`src/rtl/apb_vga_master_if.sv`:
```
// Command/response stream and APB3 bus bundle for the apb_vga_master initiator.
// The master modport is the initiator's view; the slave modport is the environment's view.
interface apb_vga_master_if #(
  parameter int APB_ADDR_WIDTH = 14,
  parameter int APB_DATA_WIDTH = 32
);
  logic                      req_valid_i;
  logic                      req_ready_o;
  logic                      req_write_i;
  logic [APB_ADDR_WIDTH-1:0] req_addr_i;
  logic [APB_DATA_WIDTH-1:0] req_wdata_i;
  logic                      rsp_valid_o;
  logic                      rsp_ready_i;
  logic [APB_DATA_WIDTH-1:0] rsp_rdata_o;
  logic                      rsp_err_o;
  logic [APB_ADDR_WIDTH-1:0] apb_paddr_o;
  logic [APB_DATA_WIDTH-1:0] apb_pwdata_o;
  logic                      apb_pwrite_o;
  logic                      apb_psel_o;
  logic                      apb_penable_o;
  logic [APB_DATA_WIDTH-1:0] apb_prdata_i;
  logic                      apb_pready_i;
  logic                      apb_pslverr_i;

  modport master (
    input  req_valid_i, req_write_i, req_addr_i, req_wdata_i, rsp_ready_i,
    input  apb_prdata_i, apb_pready_i, apb_pslverr_i,
    output req_ready_o, rsp_valid_o, rsp_rdata_o, rsp_err_o,
    output apb_paddr_o, apb_pwdata_o, apb_pwrite_o, apb_psel_o, apb_penable_o
  );

  modport slave (
    output req_valid_i, req_write_i, req_addr_i, req_wdata_i, rsp_ready_i,
    output apb_prdata_i, apb_pready_i, apb_pslverr_i,
    input  req_ready_o, rsp_valid_o, rsp_rdata_o, rsp_err_o,
    input  apb_paddr_o, apb_pwdata_o, apb_pwrite_o, apb_psel_o, apb_penable_o
  );
endinterface

```
`src/rtl/apb_vga_master.sv`:
```
// APB3 initiator turning a valid/ready command stream into single transfers toward
// the VGA character generator, with wait-state timeout and a held response.
module apb_vga_master #(
  parameter int APB_ADDR_WIDTH = 14,
  parameter int APB_DATA_WIDTH = 32,
  parameter int TIMEOUT_CYCLES = 16
) (
  input  logic               clk_i,
  input  logic               rst_i,
  apb_vga_master_if.master   bus
);

  localparam int CNT_W = $clog2(TIMEOUT_CYCLES + 1);
  localparam logic [CNT_W-1:0] CNT_LAST = CNT_W'(TIMEOUT_CYCLES - 1);
  localparam logic [CNT_W-1:0] CNT_ONE  = CNT_W'(32'd1);

  typedef enum logic [1:0] {
    IDLE   = 2'd0,
    SETUP  = 2'd1,
    ACCESS = 2'd2,
    RESP   = 2'd3
  } state_e;

  state_e                    state_q, state_d;
  logic [CNT_W-1:0]          cnt_q, cnt_d;
  logic                      req_ready_q, req_ready_d;
  logic                      rsp_valid_q, rsp_valid_d;
  logic                      rsp_err_q, rsp_err_d;
  logic [APB_DATA_WIDTH-1:0] rsp_rdata_q, rsp_rdata_d;
  logic [APB_ADDR_WIDTH-1:0] paddr_q, paddr_d;
  logic [APB_DATA_WIDTH-1:0] pwdata_q, pwdata_d;
  logic                      pwrite_q, pwrite_d;
  logic                      psel_q, psel_d;
  logic                      penable_q, penable_d;
  logic                      accept_s;

  assign accept_s = bus.req_valid_i & req_ready_q;

  // Next-state and next-output logic; every output is computed one cycle ahead.
  always_comb begin
    state_d     = state_q;
    cnt_d       = cnt_q;
    req_ready_d = req_ready_q;
    rsp_valid_d = rsp_valid_q;
    rsp_err_d   = rsp_err_q;
    rsp_rdata_d = rsp_rdata_q;
    paddr_d     = paddr_q;
    pwdata_d    = pwdata_q;
    pwrite_d    = pwrite_q;
    psel_d      = psel_q;
    penable_d   = penable_q;

    case (state_q)
      IDLE: begin
        if (accept_s) begin
          req_ready_d = 1'b0;
          if (bus.req_addr_i[1:0] != 2'b00) begin
            // Misaligned: answer with an error and never touch the bus.
            state_d     = RESP;
            rsp_valid_d = 1'b1;
            rsp_err_d   = 1'b1;
            rsp_rdata_d = '0;
          end else begin
            state_d  = SETUP;
            psel_d   = 1'b1;
            paddr_d  = bus.req_addr_i;
            pwdata_d = bus.req_wdata_i;
            pwrite_d = bus.req_write_i;
          end
        end else begin
          req_ready_d = 1'b1;
        end
      end
      SETUP: begin
        state_d   = ACCESS;
        penable_d = 1'b1;
        cnt_d     = '0;
      end
      ACCESS: begin
        if (bus.apb_pready_i) begin
          state_d     = RESP;
          psel_d      = 1'b0;
          penable_d   = 1'b0;
          rsp_valid_d = 1'b1;
          rsp_err_d   = bus.apb_pslverr_i;
          if (pwrite_q || bus.apb_pslverr_i) begin
            rsp_rdata_d = '0;
          end else begin
            rsp_rdata_d = bus.apb_prdata_i;
          end
        end else if (cnt_q == CNT_LAST) begin
          state_d     = RESP;
          psel_d      = 1'b0;
          penable_d   = 1'b0;
          rsp_valid_d = 1'b1;
          rsp_err_d   = 1'b1;
          rsp_rdata_d = '0;
        end else begin
          cnt_d = cnt_q + CNT_ONE;
        end
      end
      RESP: begin
        if (bus.rsp_ready_i) begin
          state_d     = IDLE;
          rsp_valid_d = 1'b0;
          rsp_err_d   = 1'b0;
          rsp_rdata_d = '0;
          req_ready_d = 1'b1;
        end else begin
          req_ready_d = 1'b0;
        end
      end
      default: begin
        state_d     = IDLE;
        req_ready_d = 1'b1;
        rsp_valid_d = 1'b0;
        psel_d      = 1'b0;
        penable_d   = 1'b0;
      end
    endcase
  end

  // State and output registers with synchronous reset.
  always_ff @(posedge clk_i) begin
    if (rst_i) begin
      state_q     <= IDLE;
      cnt_q       <= '0;
      req_ready_q <= 1'b1;
      rsp_valid_q <= 1'b0;
      rsp_err_q   <= 1'b0;
      rsp_rdata_q <= '0;
      paddr_q     <= '0;
      pwdata_q    <= '0;
      pwrite_q    <= 1'b0;
      psel_q      <= 1'b0;
      penable_q   <= 1'b0;
    end else begin
      state_q     <= state_d;
      cnt_q       <= cnt_d;
      req_ready_q <= req_ready_d;
      rsp_valid_q <= rsp_valid_d;
      rsp_err_q   <= rsp_err_d;
      rsp_rdata_q <= rsp_rdata_d;
      paddr_q     <= paddr_d;
      pwdata_q    <= pwdata_d;
      pwrite_q    <= pwrite_d;
      psel_q      <= psel_d;
      penable_q   <= penable_d;
    end
  end

  assign bus.req_ready_o   = req_ready_q;
  assign bus.rsp_valid_o   = rsp_valid_q;
  assign bus.rsp_err_o     = rsp_err_q;
  assign bus.rsp_rdata_o   = rsp_rdata_q;
  assign bus.apb_paddr_o   = paddr_q;
  assign bus.apb_pwdata_o  = pwdata_q;
  assign bus.apb_pwrite_o  = pwrite_q;
  assign bus.apb_psel_o    = psel_q;
  assign bus.apb_penable_o = penable_q;

endmodule

```
`src/flat_wrapper.sv`:
```
// flat-port wrapper written by rule: the top's interface ports become plain ports
module apb_vga_master_flat 
#(
  parameter int APB_ADDR_WIDTH = 14,
  parameter int APB_DATA_WIDTH = 32,
  parameter int TIMEOUT_CYCLES = 16
)
  (clk_i, rst_i, bus_req_valid_i, bus_req_write_i, bus_req_addr_i, bus_req_wdata_i, bus_rsp_ready_i, bus_apb_prdata_i, bus_apb_pready_i, bus_apb_pslverr_i, bus_req_ready_o, bus_rsp_valid_o, bus_rsp_rdata_o, bus_rsp_err_o, bus_apb_paddr_o, bus_apb_pwdata_o, bus_apb_pwrite_o, bus_apb_psel_o, bus_apb_penable_o);
  apb_vga_master_if #(.APB_ADDR_WIDTH(APB_ADDR_WIDTH), .APB_DATA_WIDTH(APB_DATA_WIDTH)) bus_i ();
  input  logic clk_i;
  input  logic rst_i;
  input wire logic [$bits(bus_i.req_valid_i)-1:0] bus_req_valid_i;
  input wire logic [$bits(bus_i.req_write_i)-1:0] bus_req_write_i;
  input wire logic [$bits(bus_i.req_addr_i)-1:0] bus_req_addr_i;
  input wire logic [$bits(bus_i.req_wdata_i)-1:0] bus_req_wdata_i;
  input wire logic [$bits(bus_i.rsp_ready_i)-1:0] bus_rsp_ready_i;
  input wire logic [$bits(bus_i.apb_prdata_i)-1:0] bus_apb_prdata_i;
  input wire logic [$bits(bus_i.apb_pready_i)-1:0] bus_apb_pready_i;
  input wire logic [$bits(bus_i.apb_pslverr_i)-1:0] bus_apb_pslverr_i;
  output wire logic [$bits(bus_i.req_ready_o)-1:0] bus_req_ready_o;
  output wire logic [$bits(bus_i.rsp_valid_o)-1:0] bus_rsp_valid_o;
  output wire logic [$bits(bus_i.rsp_rdata_o)-1:0] bus_rsp_rdata_o;
  output wire logic [$bits(bus_i.rsp_err_o)-1:0] bus_rsp_err_o;
  output wire logic [$bits(bus_i.apb_paddr_o)-1:0] bus_apb_paddr_o;
  output wire logic [$bits(bus_i.apb_pwdata_o)-1:0] bus_apb_pwdata_o;
  output wire logic [$bits(bus_i.apb_pwrite_o)-1:0] bus_apb_pwrite_o;
  output wire logic [$bits(bus_i.apb_psel_o)-1:0] bus_apb_psel_o;
  output wire logic [$bits(bus_i.apb_penable_o)-1:0] bus_apb_penable_o;
  assign bus_i.req_valid_i = bus_req_valid_i;
  assign bus_i.req_write_i = bus_req_write_i;
  assign bus_i.req_addr_i = bus_req_addr_i;
  assign bus_i.req_wdata_i = bus_req_wdata_i;
  assign bus_i.rsp_ready_i = bus_rsp_ready_i;
  assign bus_i.apb_prdata_i = bus_apb_prdata_i;
  assign bus_i.apb_pready_i = bus_apb_pready_i;
  assign bus_i.apb_pslverr_i = bus_apb_pslverr_i;
  assign bus_req_ready_o = bus_i.req_ready_o;
  assign bus_rsp_valid_o = bus_i.rsp_valid_o;
  assign bus_rsp_rdata_o = bus_i.rsp_rdata_o;
  assign bus_rsp_err_o = bus_i.rsp_err_o;
  assign bus_apb_paddr_o = bus_i.apb_paddr_o;
  assign bus_apb_pwdata_o = bus_i.apb_pwdata_o;
  assign bus_apb_pwrite_o = bus_i.apb_pwrite_o;
  assign bus_apb_psel_o = bus_i.apb_psel_o;
  assign bus_apb_penable_o = bus_i.apb_penable_o;
  apb_vga_master #(.APB_ADDR_WIDTH(APB_ADDR_WIDTH), .APB_DATA_WIDTH(APB_DATA_WIDTH), .TIMEOUT_CYCLES(TIMEOUT_CYCLES)) u_core (.clk_i(clk_i), .rst_i(rst_i), .bus(bus_i));
endmodule
```
`config.mk`:
```
export PLATFORM = sky130hd
export DESIGN_NAME = apb_vga_master_flat
export DESIGN_NICKNAME = d
export VERILOG_FILES = /design/src/rtl/apb_vga_master_if.sv /design/src/rtl/apb_vga_master.sv /design/src/flat_wrapper.sv
export SDC_FILE = /design/constraint.sdc
export NUM_CORES = 1
export LEC_CHECK = 0
export CAP_MARGIN = 10
export CORE_MARGIN = 1.5
export CORE_UTILIZATION = 40
export DETAILED_ROUTE_END_ITERATION = 10
export PLACE_DENSITY_LB_ADDON = 0.08
export SYNTH_ARGS = -nofsm -noshare
export SYNTH_HDL_FRONTEND = slang
export SYNTH_SLANG_ARGS = --single-unit
```
`constraint.sdc`:
```
create_clock -name clk_i -period 3.6 [get_ports clk_i]
set_clock_uncertainty 0.1 [all_clocks]
set_input_delay 0.54 -clock clk_i [delete_from_list [all_inputs] [get_ports clk_i]]
set_output_delay 0.54 -clock clk_i [all_outputs]
set_load 0.01 [all_outputs]
```
# == Word level (Yosys, flattened, before mapping) ==
# Index checks and enable logic that the tools add are counted.
# classes
add_sub_neg,1
eq_ne,11
mux,33
bitwise,2
n_reduce_logical,13
# ops
op,count
2-to-1 mux 32 bit,6
case mux 32 bit (3 select lines),1
2-to-1 mux 1 bit,12
2-to-1 mux 2 bit,5
2-to-1 mux 5 bit,2
case mux 5 bit (2 select lines),1
AND reduction 3 bit,3
"!= test 2 bit, second input constant",4
case mux 2 bit (4 select lines),1
nonzero test 2 bit,4
case mux 1 bit (2 select lines),3
case mux 1 bit (3 select lines),2
"adder 5 x 1 -> 5 bit, second input constant",1
"equality test 5 x 4 -> 1 bit, second input constant",1
AND reduction 5 bit,1
"equality test 2 bit, second input constant",2
"!= test 2 x 1 -> 1 bit, second input constant",2
AND reduction 4 bit,1
"!= test 3 x 2 -> 1 bit, second input constant",1
nonzero test 3 bit,1
"equality test 2 x 1 -> 1 bit, second input constant",1
zero test 2 bit,1
AND reduction 2 bit,1
AND 1 bit,1
other kinds (2),2
# word_totals
reg_bits,91
input_bits,85
output_inout_bits,84
wordCells,71

# == Longest topological paths before layout ==
# Gate-level depths: netlist (run 1).
# depth
word_depth,4
mapped_depth,8

# == Least setup slack after synthesis (run 1) ==
# OpenSTA, ideal clock, no wires.
# synth_path
path_kind,reg-to-reg
startpoint,register u_core.cnt_q[0]
endpoint,"register u_core.rsp_rdata_q[10], in the netlist u_core.bus.rsp_rdata_o[10]"
setup_time_ps,69
arrival_time_ps,1771
required_ps,3431
slack_ps,1660
stages_incl_launch_ff,9
synth_period_minus_slack_ps,1940
path_cell_list,dfxtp_1 -> ha_1 -> and3_1 -> ha_1 -> nor3b_2 -> a221oi_4 -> and2_4 -> buf_4 -> o21ai_1
# synth_between
elab_chain_len,3
# synth_lines
element,line_no,source
start: declaration,apb_vga_master.sv:25,"logic [CNT_W-1:0] cnt_q, cnt_d;"
start signal: assignment,apb_vga_master.sv:139,cnt_q <= cnt_d;
equality test 5 x 4 -> 1 bit,apb_vga_master.sv:91,end else if (cnt_q == CNT_LAST) begin
!= test 3 x 2 -> 1 bit (no line),--,
AND reduction 5 bit (no line),--,
end signal: assignment,apb_vga_master.sv:143,rsp_rdata_q <= rsp_rdata_d;
end: declaration,apb_vga_master.sv:29,"logic [APB_DATA_WIDTH-1:0] rsp_rdata_q, rsp_rdata_d;"
# Every way passes these cells.
# A chain may end at the register's enable or synchronous reset.

# == Worst setup path in the final report (run 1) ==
# layout_path
startpoint,register u_core.state_q[0]
endpoint,"register u_core.rsp_rdata_q[0], in the netlist u_core.bus.rsp_rdata_o[0]"
# layout_between
elab_chain_len,3
elab_cells_between_ends,10
classes_between,eq/ne (6); mux (1); reduce/logical (3)
# layout_lines
element,line_no,source
start: declaration,apb_vga_master.sv:24,"state_e state_q, state_d;"
start signal: assignment,apb_vga_master.sv:138,state_q <= state_d;
equality test 2 bit or zero test 2 bit (tied branches),apb_vga_master.sv:53,case (state_q)
!= test 3 x 2 -> 1 bit (no line) (tied with other cells),--,
AND reduction 5 bit (no line),--,
# Parallel ways exist; a longest one is shown, timed or not.

==> results of run 1 <==
## state kept, by name, indices dropped and copies added (netlist names)
name and count:
u_core.bus.apb_penable_o 1, u_core.bus.rsp_valid_o 1, u_core.bus.apb_psel_o 1, u_core.bus.rsp_rdata_o 32
u_core.state_q 2, u_core.bus.req_ready_o 1, u_core.bus.apb_pwrite_o 1, u_core.bus.rsp_err_o 1
u_core.bus.apb_pwdata_o 32, u_core.cnt_q 5, u_core.bus.apb_paddr_o 14
## metrics by stage
| stage | hold WS (ns) | instance area (sq um) | std cells | util, % |
|---|---|---|---|---|
| final | 0.3552 | 5498 | 688 | 63.04 |
| after floorplan | 0.3641 | 3606 | 426 | - |
| after detailed placement | 0.3458 | 5284 | 674 | 60.59 |
| after global placement | 0.3410 | 5284 | 674 | 60.59 |
| after global routing | 0.3761 | 5498 | 688 | 63.04 |
| after CTS | 0.3575 | 5498 | 688 | 63.04 |
## final cells by class
| class | instances | area (sq um) | share of cell area [%] |
|---|---|---|---|
| inverter | 7 | 26.28 | 0.4779 |
| multi-input combinational | 295 | 1587 | 28.86 |
| timing repair buffer | 173 | 1714 | 31.18 |
| sequential | 91 | 1822 | 33.14 |
| tap | 108 | 135.1 | 2.458 |
| clock inverter | 4 | 76.32 | 1.388 |
| clock buffer | 10 | 137.6 | 2.503 |
## cell usage in the layout (no fill, tap or decap), types with 2 or more instances in the layout
cell type	Yosys	final
nor3_1	3	3
inv_1	7	7
dfxtp_1	91	91
nand3_1	3	3
nand4_1	33	33
clkdlybuf4s50_1	0	167
nor2b_1	3	3
clkbuf_8	0	10
nand2_1	96	96
a21oi_1	51	51
buf_4	3	5
bufinv_16	0	2
nand2b_1	35	35
o21ai_1	30	30
xor2_1	2	2
nor2_1	7	7
o21ai_0	6	6
nor3b_1	2	2
ha_1	6	6
## kinds of logic (layout without fill, tap and decap cells)
family | after synthesis | count (layout)
flip-flops | 91 | 91
AND/OR/NAND/NOR | 192 | 192
AO/OA/AOI/OAI | 95 | 95
XOR/XNOR | 2 | 2
buffers and inverters | 40 | 194
adder cells (fa/ha/maj) | 6 | 6
## how the worst min path moves through the flow
stage,from,cells after the start,endpoint,slack (ns)
finish,u_core.bus.apb_paddr_o[5]$_SDFFE_PP0P_,2,u_core.bus.apb_paddr_o[5]$_SDFFE_PP0P_,0.36
CTS,u_core.bus.apb_paddr_o[5]$_SDFFE_PP0P_,2,u_core.bus.apb_paddr_o[5]$_SDFFE_PP0P_,0.36
global placement,u_core.bus.apb_pwdata_o[13]$_SDFFE_PP0P_,2,u_core.bus.apb_pwdata_o[13]$_SDFFE_PP0P_,0.34
floorplan,u_core.cnt_q[4]$_SDFFE_PP0P_,2,u_core.cnt_q[4]$_SDFFE_PP0P_,0.36
global route,u_core.bus.apb_paddr_o[5]$_SDFFE_PP0P_,2,u_core.bus.apb_paddr_o[5]$_SDFFE_PP0P_,0.38
detailed placement,u_core.bus.apb_paddr_o[5]$_SDFFE_PP0P_,2,u_core.bus.apb_paddr_o[5]$_SDFFE_PP0P_,0.35
## metal layers
layer,routed length (um),track usage [%]
met1,4188,25.46
met2,4457,32.31
met3,960,7.588
met4,204,8.462
met5,0,0
## where the power goes
part	total, uW	switching, uW	internal (uW)
logic	866	516	350
registers	1130	45.6	1080
clock network	755	351	404
## tightest hold or removal path, delay by kind of cell (launching register included)
kind | cells | cell delay, ns
flip-flops | 1 | 0.31
AND/OR/NAND/NOR | 1 | 0.05
AO/OA/AOI/OAI | 1 | 0.05
==> impl_metrics.prom, run 1 <==
# TYPE chip_impl_metric gauge
chip_impl_metric{name="clock_tree.buffer_depth",unit=""} 2
chip_impl_metric{name="synth_seq_area_share",unit="%"} 50.52
chip_impl_metric{name="post_synth_xor_area_fraction",unit="%"} 0.4858
chip_impl_metric{name="grt_util_all_layers",unit="%"} 20.55
chip_impl_metric{name="cts_buffers",unit=""} 9
chip_impl_metric{name="starting_density_of_the_core",unit="%"} 41.35
chip_impl_metric{name="setup_ws",unit="ns"} 1.062
chip_impl_metric{name="slew_viol_final",unit=""} 0
chip_impl_metric{name="worst_slew_margin_rel",unit="%"} 26.42
chip_impl_metric{name="ctsHoldBuffers",unit=""} 0
chip_impl_metric{name="port_buffers",unit=""} 168
chip_impl_metric{name="cellLeakagePower",unit="uW"} 0.001872
chip_impl_metric{name="antenna_violations_before_repair",unit=""} 0
chip_impl_metric{name="cp.depth",unit=""} 6
chip_impl_info{name="outcome",value="finished clean"} 1
chip_impl_metric{name="timing.reg2reg.setup_slack",unit="ns"} 1.06
chip_impl_metric{name="synth-edff-count",unit=""} 0
chip_impl_metric{name="area.growth.synth_to_final",unit="%"} 52.46
chip_impl_metric{name="detailedPlace.worstSlack",unit="ns"} 0.8411
chip_impl_info{name="ys_top_cells_by_count",value="96 x nand2_1, 91 x dfxtp_1, 51 x a21oi_1, 35 x nand2b_1, 33 x nand4_1"} 1
chip_impl_metric{name="drc",unit=""} 0
chip_impl_metric{name="wirelength",unit="um"} 9810
chip_impl_info{name="biggest_area_contributors_in_the_synthesized_netlist",value="dfxtp_1 51%, nand2_1 10%, a21oi_1 7.1%"} 1
chip_impl_metric{name="final.min_clock_period",unit="ns"} 2.538
chip_impl_info{name="start_kind",value="register"} 1
chip_impl_metric{name="critPathArrivalTime",unit="ns"} 2.66
chip_impl_metric{name="antenna_fix_cells",unit=""} 0
chip_impl_info{name="worstSetupStartpoint",value="u_core.state_q[0]$_SDFFE_PP0P_"} 1
chip_impl_info{name="slowest_stage",value="a221oi_4"} 1
chip_impl_metric{name="proportion_of_register_bits_with_asynchronous_set_or_reset_after_synthesis",unit="%"} 0
chip_impl_metric{name="max_cap_violations",unit=""} 0
chip_impl_info{name="cp_cell_sequence",value="inv_1 > ha_1 > nor3b_2 > a221oi_4 > and2_4 > o21ai_0"} 1
chip_impl_metric{name="top_level_ports",unit=""} 169
chip_impl_metric{name="routedWlPerCell",unit="um"} 14.26
chip_impl_metric{name="routabilityCongestion",unit=""} 0.7800
chip_impl_info{name="synth_top_area_cell",value="dfxtp_1"} 1
chip_impl_metric{name="post_synth_net_total",unit=""} 517
chip_impl_metric{name="cp_num_buf_inv",unit=""} 1
chip_impl_info{name="cp_top_family",value="simple AND/OR/NAND/NOR gates"} 1
chip_impl_metric{name="ir_drop",unit="uV"} 216.6
chip_impl_metric{name="timing_hold_violations_final",unit=""} 0
chip_impl_metric{name="final.setup.tns",unit="ns"} 0
chip_impl_metric{name="timing_worst_slew_pin_value",unit="ns"} 1.104
chip_impl_metric{name="finish.net_count",unit=""} 668
chip_impl_info{name="timing_worst_setup_path_type",value="register to register"} 1
chip_impl_metric{name="drive_gt1_share",unit="%"} 5.000
chip_impl_info{name="rr_endpoint",value="u_core.bus.rsp_rdata_o[0]$_SDFFE_PP0P_"} 1
chip_impl_info{name="endpoint_kind",value="register"} 1
chip_impl_metric{name="netlist_instances",unit=""} 426
chip_impl_metric{name="cts_max_level",unit=""} 3
chip_impl_info{name="critical_path.endpoint",value="u_core.bus.rsp_rdata_o[0]$_SDFFE_PP0P_"} 1
chip_impl_metric{name="yosysUniqueCellTypes",unit=""} 37
chip_impl_metric{name="drt_iter0_drc",unit=""} 116
chip_impl_info{name="yosys_most_used_dff",value="dfxtp_1"} 1
chip_impl_metric{name="drt-pass1-iter-count",unit=""} 4
chip_impl_metric{name="setup-violations-final",unit=""} 0
chip_impl_metric{name="crit_required",unit="ns"} 3.72
chip_impl_metric{name="core_region_area",unit="sq um"} 8721
chip_impl_metric{name="cts_resized",unit=""} 0
chip_impl_metric{name="crit_path_max_fanout",unit=""} 33
chip_impl_metric{name="cts_setup_buffers",unit=""} 0
chip_impl_metric{name="vias_per_cell",unit=""} 5.064
chip_impl_metric{name="synth.yosys.warnings",unit=""} 0
chip_impl_metric{name="overflow",unit=""} 0
chip_impl_metric{name="powerDensity",unit="nW/um^2"} 499.9
chip_impl_metric{name="number_of_rows_in_the_core_area",unit=""} 34
chip_impl_metric{name="synth_top_cell_area_share",unit="%"} 50.52
chip_impl_metric{name="route.antenna.remaining_nets",unit=""} 0
chip_impl_metric{name="syn_area",unit="sq um"} 3606
chip_impl_info{name="tritoncts_clock_tree",value="yes"} 1
chip_impl_metric{name="synthesized_area_fraction_occupied_by_adder_cells",unit="%"} 2.082
chip_impl_metric{name="synth.area.mux_share",unit="%"} 0
chip_impl_info{name="unrepaired_setup_endpoints_after_global_routing",value="false"} 1
chip_impl_metric{name="grt_pass1_vias",unit=""} 3327
chip_impl_info{name="hold_path.class",value="register to register"} 1
chip_impl_metric{name="grt_start_max_net_pins",unit=""} 94
chip_impl_metric{name="grt_first_pass_wirelength",unit="um"} 16180
chip_impl_info{name="yosys.cell_count.top_type",value="nand2_1"} 1
chip_impl_metric{name="via_count",unit=""} 3484
chip_impl_metric{name="synth.ff_latch_count",unit=""} 91
chip_impl_metric{name="max_freq",unit="MHz"} 394.0
chip_impl_metric{name="total_power",unit="uW"} 2748
chip_impl_metric{name="place_hpwl",unit="um"} 6629
chip_impl_metric{name="die_width",unit="um"} 97.95
chip_impl_info{name="reg2reg_from",value="u_core.state_q[0]$_SDFFE_PP0P_"} 1
chip_impl_metric{name="worstSkewPairLatency",unit="ns"} 0.35
chip_impl_metric{name="synth.avg_cell_area",unit="sq um"} 8.465
chip_impl_metric{name="die_area",unit="sq um"} 9593
chip_impl_metric{name="ff2ff_path_depth",unit=""} 6
chip_impl_metric{name="fp.dieH",unit="um"} 97.95
chip_impl_metric{name="synth_simple_gate_area_share",unit="%"} 26.93
chip_impl_metric{name="compound_gate_portion_of_the_synthesized_area",unit="%"} 14.50
chip_impl_metric{name="path_clk_slew",unit="ns"} 0.09
chip_impl_info{name="clk_root_buffer_cell",value="clkbuf_8"} 1
chip_impl_metric{name="fillers",unit=""} 769
chip_impl_info{name="synth_top_family_by_area",value="simple AND/OR/NAND/NOR gates"} 1
chip_impl_metric{name="layout_worst_path_cycle_share",unit="%"} 70.50
chip_impl_metric{name="clock_sink_count",unit=""} 91
chip_impl_metric{name="critical_path.max_stage_delay",unit="ns"} 0.59
No activity file was read; power rests on OpenSTA's default activity.
==> inputs of run 2 (changes only) <==
- CORE_UTILIZATION: 40 -> 37
- clock period: 3.6 -> 2.2 ns (I/O delays scaled with it)
==> impl_metrics.prom, run 2 (synthesis gave the netlist of run 1 again) <==
# TYPE chip_impl_metric gauge
chip_impl_metric{name="timing.reg2reg.setup_slack",unit="ns"} 0.19
chip_impl_metric{name="cellLeakagePower",unit="uW"} 0.001897
chip_impl_metric{name="slew_viol_final",unit=""} 0
chip_impl_metric{name="die_width",unit="um"} 101.7
chip_impl_metric{name="ir_drop",unit="uV"} 406.7
chip_impl_metric{name="power.sequential.fraction",unit="%"} 42.7
chip_impl_metric{name="finish.net_count",unit=""} 673
chip_impl_metric{name="powerDensity",unit="nW/um^2"} 773.7
chip_impl_info{name="worstSetupStartpoint",value="u_core.state_q[0]$_SDFFE_PP0P_"} 1
chip_impl_metric{name="grt_first_pass_wirelength",unit="um"} 15530
chip_impl_metric{name="setup_ws",unit="ns"} 0.1927
chip_impl_metric{name="overflow",unit=""} 0
chip_impl_metric{name="worst_slew_margin_rel",unit="%"} 75.89
chip_impl_metric{name="final_core_util",unit="%"} 59.83
chip_impl_info{name="rr_endpoint",value="u_core.bus.apb_pwdata_o[4]$_SDFFE_PP0P_"} 1
chip_impl_metric{name="clock_tree.buffer_depth",unit=""} 2
chip_impl_metric{name="grt_start_max_net_pins",unit=""} 62
chip_impl_metric{name="antenna_violations_before_repair",unit=""} 0
chip_impl_metric{name="antenna_fix_cells",unit=""} 0
chip_impl_metric{name="worstSkewPairLatency",unit="ns"} 0.34
chip_impl_metric{name="layout_worst_path_cycle_share",unit="%"} 91.24
chip_impl_metric{name="clock_sink_count",unit=""} 91
chip_impl_metric{name="crit_required",unit="ns"} 2.38
chip_impl_metric{name="vias_per_cell",unit=""} 4.809
chip_impl_info{name="tritoncts_clock_tree",value="yes"} 1
chip_impl_info{name="timing_worst_setup_path_type",value="register to register"} 1
chip_impl_info{name="critical_path.endpoint",value="u_core.bus.apb_pwdata_o[4]$_SDFFE_PP0P_"} 1
chip_impl_metric{name="crit_path_max_fanout",unit=""} 18
chip_impl_metric{name="final.min_clock_period",unit="ns"} 2.007
chip_impl_metric{name="via_count",unit=""} 3443
chip_impl_metric{name="cts_resized",unit=""} 0
chip_impl_metric{name="fillers",unit=""} 854
chip_impl_metric{name="drc",unit=""} 0
chip_impl_metric{name="timing_hold_violations_final",unit=""} 0
chip_impl_metric{name="drt-pass1-iter-count",unit=""} 4
chip_impl_info{name="endpoint_kind",value="register"} 1
chip_impl_metric{name="drt_iter0_drc",unit=""} 94
chip_impl_metric{name="routedWlPerCell",unit="um"} 13.64
chip_impl_info{name="start_kind",value="register"} 1
chip_impl_metric{name="multi_input_comb_area",unit="sq um"} 1587
chip_impl_metric{name="ff2ff_path_depth",unit=""} 7
chip_impl_metric{name="final.setup.tns",unit="ns"} 0
chip_impl_metric{name="cts_buffers",unit=""} 9
chip_impl_metric{name="number_of_rows_in_the_core_area",unit=""} 35
chip_impl_metric{name="grt_util_all_layers",unit="%"} 18.98
chip_impl_metric{name="max_cap_violations",unit=""} 0
chip_impl_metric{name="core_region_area",unit="sq um"} 9328
chip_impl_info{name="reg2reg_from",value="u_core.state_q[0]$_SDFFE_PP0P_"} 1
chip_impl_metric{name="cts_max_level",unit=""} 3
chip_impl_info{name="outcome",value="finished clean"} 1
chip_impl_metric{name="die_area",unit="sq um"} 10350
chip_impl_metric{name="max_freq",unit="MHz"} 498.2
chip_impl_metric{name="register_area",unit="sq um"} 1822
chip_impl_metric{name="cell_internal_pwr",unit="uW"} 2813
chip_impl_info{name="leading_cell_type_in_the_layout_fill_and_taps_excluded",value="clkdlybuf4s50_1"} 1
chip_impl_metric{name="grt_pass1_vias",unit=""} 3299
chip_impl_metric{name="ctsHoldBuffers",unit=""} 0
chip_impl_info{name="hold_path.class",value="input pin to register"} 1
chip_impl_metric{name="switching_share",unit="%"} 34.85
chip_impl_metric{name="routabilityCongestion",unit=""} 0.7570
chip_impl_metric{name="drive_gt1_share",unit="%"} 5.963
chip_impl_metric{name="area.growth.synth_to_final",unit="%"} 54.75
chip_impl_metric{name="switching_power",unit="uW"} 1505
chip_impl_metric{name="clock_power_share",unit="%"} 23.0
chip_impl_metric{name="wirelength",unit="um"} 9765
chip_impl_info{name="layout.cells.most_common_list",value="167 x clkdlybuf4s50_1, 96 x nand2_1, 91 x dfxtp_1, 51 x a21oi_1, 35 x nand2b_1"} 1
chip_impl_metric{name="fp.dieH",unit="um"} 101.7
chip_impl_metric{name="setup-violations-final",unit=""} 0
chip_impl_metric{name="route.antenna.remaining_nets",unit=""} 0
chip_impl_metric{name="top_level_ports",unit=""} 169
chip_impl_metric{name="starting_density_of_the_core",unit="%"} 38.66
chip_impl_metric{name="cts_setup_buffers",unit=""} 0
chip_impl_metric{name="timing_worst_slew_pin_value",unit="ns"} 0.3616
chip_impl_metric{name="finish.cell_count_without_fillers",unit=""} 716
chip_impl_metric{name="place_hpwl",unit="um"} 6673
chip_impl_info{name="unrepaired_setup_endpoints_after_global_routing",value="false"} 1
chip_impl_metric{name="critPathArrivalTime",unit="ns"} 2.18
chip_impl_info{name="clk_root_buffer_cell",value="clkbuf_8"} 1
chip_impl_metric{name="port_buffers",unit=""} 168
chip_impl_metric{name="comb_power_share",unit="%"} 34.2
chip_impl_metric{name="path_clk_slew",unit="ns"} 0.08
chip_impl_metric{name="detailedPlace.worstSlack",unit="ns"} 0.09776
chip_impl_metric{name="place_inst",unit=""} 700
-- run 2: cell types whose count changed in the layout (fill, tap and decap cells not counted), sizes merged --
cell	change
bufinv	-2
clkinvlp	+1
buf	+5
clkinv	+3
-- run 2: worst min-delay path by stage --
stage | endpoint | cells after the start | slack (ns) | startpoint
after floorplan | u_core.cnt_q[4]$_SDFFE_PP0P_ | 2 | 0.36 | u_core.cnt_q[4]$_SDFFE_PP0P_
after global placement | u_core.bus.apb_pwdata_o[25]$_SDFFE_PP0P_ | 2 | 0.34 | u_core.bus.apb_pwdata_o[25]$_SDFFE_PP0P_
after detailed placement | u_core.bus.apb_paddr_o[3]$_SDFFE_PP0P_ | 2 | 0.35 | u_core.bus.apb_paddr_o[3]$_SDFFE_PP0P_
after CTS | u_core.bus.rsp_valid_o$_SDFFE_PP0P_ | 2 | 0.27 | rst_i
after global routing | u_core.bus.rsp_valid_o$_SDFFE_PP0P_ | 2 | 0.30 | rst_i
final | u_core.bus.rsp_valid_o$_SDFFE_PP0P_ | 2 | 0.30 | rst_i
-- run 2: final cells by class --
type	count	area share, %
multi-input cells	295	28.43
inverters	7	0.4709
repair buffers	178	32.51
flip-flops and latches	91	32.65
clock inverters	6	0.7623
clock buffers	10	2.287
well taps	129	2.892
-- run 2: power by group through the flow --
stage          registers [uW]  clock network, uW  logic (uW)
6_report                 1850                995        1480
5_1_grt                  1870               1100        1600
4_1_cts                  1850               1050        1490
3_5_place_dp             1890                  0        1490
3_3_place_gp             1880                  0        1480
2_1_floorplan            1920                  0         861
-- run 2: layer usage --
| metal | part of all wire (%) | GRT usage (%) |
|---|---|---|
| met3 | 11 | 8.834 |
| met2 | 46 | 31.08 |
| met4 | 1.1 | 6.303 |
| met1 | 42 | 21.92 |
| met5 | 0 | 0 |
-- run 2: through the flow --
step | total power (uW) | area, sq um | hold WS (ns)
after floorplan | 2783 | 3606 | 0.3641
after global placement | 3360 | 5410 | 0.3412
after detailed placement | 3372 | 5410 | 0.3457
after CTS | 4390 | 5580 | 0.2733
after global routing | 4572 | 5580 | 0.3027
final | 4318 | 5580 | 0.3049
-- run 2: worst max-delay path, stage by stage (launching register included) --
cell	delay, ns
dfxtp_1	0.35
inv_1	0.09
ha_1	0.31
nor3b_4	0.32
and2b_1	0.26
buf_4	0.26
nand2_1	0.09
a21oi_1	0.14
